==> src/rtl/gate_response_checker_settle_timer.sv <==
// Loadable 4-bit down-counter that times how long each vector settles on the gate.
// expire_o flags the last settle cycle so the caller can move on at the next edge.
module settle_timer (
  input  logic       clk,
  input  logic       rst,
  input  logic       load_i,
  input  logic       dec_i,
  input  logic [3:0] load_val_i,
  output logic       expire_o
);

  logic [3:0] count_q;

  always_ff @(posedge clk) begin
    if (rst) begin
      count_q <= 4'd0;
    end else if (load_i) begin
      count_q <= load_val_i;
    end else if (dec_i && (count_q != 4'd0)) begin
      count_q <= count_q - 4'd1;
    end
  end

  assign expire_o = (count_q == 4'd1);

endmodule

==> config.mk <==
export PLATFORM = sky130hd
export DESIGN_NAME = settle_timer
export DESIGN_NICKNAME = d
export VERILOG_FILES = /design/src/rtl/gate_response_checker_settle_timer.sv
export SDC_FILE = /design/constraint.sdc
export NUM_CORES = 1
export LEC_CHECK = 0
export CAP_MARGIN = 0
export CORE_AREA = 2 2 39 41
export DETAILED_ROUTE_END_ITERATION = 12
export DIE_AREA = 0 0 41 43
export PLACE_DENSITY_LB_ADDON = 0.08
export SETUP_SLACK_MARGIN = 0.5
export SLEW_MARGIN = 10
export SYNTH_ARGS = -nofsm -noshare
export SYNTH_HDL_FRONTEND = slang
export SYNTH_SLANG_ARGS = --single-unit
==> constraint.sdc <==
create_clock -name clk -period 2 [get_ports clk]
set_input_delay 0.3 -clock clk [delete_from_list [all_inputs] [get_ports clk]]
set_output_delay 0.3 -clock clk [all_outputs]
set_load 0.01 [all_outputs]
==> results by group <==
Worst setup path
  • Type of the worst setup path: flop to flop
  • Arr. time, crit path: 1.74 ns
  • Critical Path End Type: flop
  • Worst-path cell chain: inv_4, ha_4, or3b_4, a2111oi_4, a311o_1
  • Critical path's slowest cell: or3b_4
  • Slowest stage delay, CP: 0.44 ns
  • CP delay by family, top: compound AO/OA/AOI/OAI gates
  • CP bufs+invs: 1
  • Setup crit start kind: flop
  • Crit path max fanout: 6
  • Req. time, crit path: 2.18 ns

Floorplanning
  • Ports: 9
  • DIE WIDTH: between 40 and 50 um
  • Die Area: 1760 sq um
  • Die Y: 43 um
  • Initial Util: 0.207
  • Core area: 1380 sq um
  • Cell row count: 14

Finish
  • Max FFs per register: 4
  • Final instance area: between 400 and 500 sq um
  • Seq. cell area: 85.1 sq um
  • Reg with most FFs: count_q
  • Area Overhead vs Synth: 69.9%
  • Layout cell share with drive strength beyond 1: 0.391
  • Antenna diodes: 0
  • Final nets: just under 60
  • Layout Cells excl Fill: 62
  • Multi-input logic area: 246 sq um
  • Biggest regs: count_q: 4 flops
  • Filler cell count in the final layout: 142
  • Fin util: 0.352

Synthesis
  • Synth cell count leaders: dfxtp_1 (4), nor3_1 (4), inv_1 (3), nand2_1 (3)
  • FF+latch count, synth: 4
  • Synth top area cells: dfxtp_1 (28%), a2111oi_2 (10%), ha_1 (8.7%)
  • Top cell type's share of synthesized area: 0.279
  • Most used DFF post-synth: dfxtp_1
  • Synth cell types: 19
  • Avg Cell Area, Syn: between 8 and 9 sq um
  • Post-synth EDFFs: 0
  • Syn nets: 43
  • Synth Instances: 33
  • Mapped Area: 287 sq um
  • Yosys top cell by area: dfxtp_1
  • Async SR Flop Fraction: 0
  • Warnings, synthesis: 0
  • Sequential area share after synthesis: 0.279

Run
  • Max cap viols: 0

Hold path
  • Hold/Removal Path Class: input pin to flop

GRT
  • Vias in the first global route: 272
  • Initial antenna violation count: 0
  • Largest net degree at the start of global routing: 12
  • GRT overflow: 0
  • GRT Util Overall: 0.0974
  • First-pass GRT wire length: 1.10 mm

Drt
  • Initial DRT Pass Iterations: 4
  • Remaining antenna violation count: 0
  • Total number of vias: 295
  • Drt total wl: 775 um
  • DRC Markers: 0
  • DRT iter0 DRCs: 3
  • Detailed-route vias per instance: 4.76
  • Routed WL per cell: 12.5 um

Timing
  • Slew Viols, Final: 0
  • Setup violators final: 0
  • Achievable Freq: between 600 and 700 MHz
  • Slew headroom: 0.629
  • Unrepaired setup endpoints after global routing: yes
  • Fin Setup TNS: 0 ns
  • Post-Route Skew: about 0.00083 ns
  • Slew @ Worst Pin: 0.556 ns
  • Hold Violations, Final: 0
  • Final period utilization: 0.778
  • Post-layout minimum cycle time: approximately 1.6 ns

Clock network
  • Sink Count: 4
  • CTS clock-pin slew for the worst setup and hold paths: ~0.040 ns
  • CTS max path bufs: 2
  • Total CTS buffers: 3
  • Clock tree root driver cell: clkbuf_4
  • TritonCTS clock tree: built
  • Clock Latency Late Sink: 0.24 ns
  • Number of H-tree levels: 1

Placed design
  • Placed cells: 56
  • IO buf count: 8
  • Dpl hpwl: 515 um
  • Gpl congestion: between 0.6 and 0.7
  • Placed cell area: 398 sq um

Power
  • PwrDens: 624 nW/um^2
  • LEAKAGE: 0.177 nW
  • Worst vdd ir: 0.000156 V

Outcome
  • Outcome: complete, no violations
[cells by family after synthesis]
family	Yosys count	synth area share
simple gates	17	0.354
compound gates	6	0.227
buf+inv	4	0.0524
flops	4	0.279
fa+ha+maj	2	0.0873
[final cells by class]
type                            instances  area share
Multi-Input combinational cell         25       0.506
Tap cell                               16      0.0411
Sequential cell                         4       0.175
Inverter                                3      0.0334
Clock buffer                            3      0.0463
Timing Repair Buffer                   11       0.198
[per-stage QoR]
step / power [mW] / setup WS (ns) / hold slack (ns)
global placement: 0.170 / 0.295 / 0.619
CTS: 0.297 / 0.456 / 0.628
global route: 0.322 / 0.397 / 0.636
detailed placement: 0.173 / 0.272 / 0.641
floorplan: 0.142 / 0.535 / 0.379
finish: 0.304 / 0.445 / 0.626
[layout by cell type, fill, tap and decap left out]
master / instances
clkdlybuf4s50_1: 6
nor3_1: 4
nand2_1: 3
clkbuf_4: 3
buf_4: 3
inv_4: 2
nor2b_1: 2
a2111oi_4: 2
nor2_1: 2
dfxtp_1: 2
nor3b_1: 1
inv_1: 1
or3b_4: 1
a311oi_2: 1
and4_1: 1
a2111oi_2: 1
and3_4: 1
or3_1: 1
and4b_1: 1
a211oi_1: 1
a311o_1: 1
ha_4: 1
ha_1: 1
dfxtp_4: 1
dfxtp_2: 1
dlygate4sd2_1: 1
clkbuf_2: 1
[timing repair]
action                                 in CTS  in global routing
pin swaps                                   0                  2
buffers inserted                            2                  1
hold buffers                                0                  0
gates resized for setup                    10                  3
setup endpoints to repair                   4                  4
cloned                                      0                  0
endpoints found under the hold margin       0                  0
[tightest hold or removal path, delay by kind of cell]
family                 cells  cell delay [ns]
buffers and inverters      2             0.46
AOI/OAI and AO/OA          1             0.06
[worst paths after layout]
path | from | endpoint | slack (ns) | cells after the start
max | count_q[1] | count_q[1] | 0.44 | 5
min | load_val_i[3] | count_q[3] | 0.63 | 3
max reg2reg | count_q[1] | count_q[1] | 0.44 | 5
min reg2reg | count_q[2] | count_q[2] | 0.63 | 2
[power by group]
group          total [mW]  internal, mW  switching, mW
Clock               0.108        0.0676         0.0400
Sequential         0.0978        0.0885        0.00938
Combinational      0.0981        0.0523         0.0459
[routing by layer]
metal  part of all wire  vias to the layer above  GRT usage
met5                  0                        -          0
met4              0.025                        0     0.0800
met3              0.081                        2     0.0314
met2               0.48                       10      0.131
met1               0.42                      131      0.119
li1                   -                      152          -
Note: power is estimated with default switching activity, not from simulation.
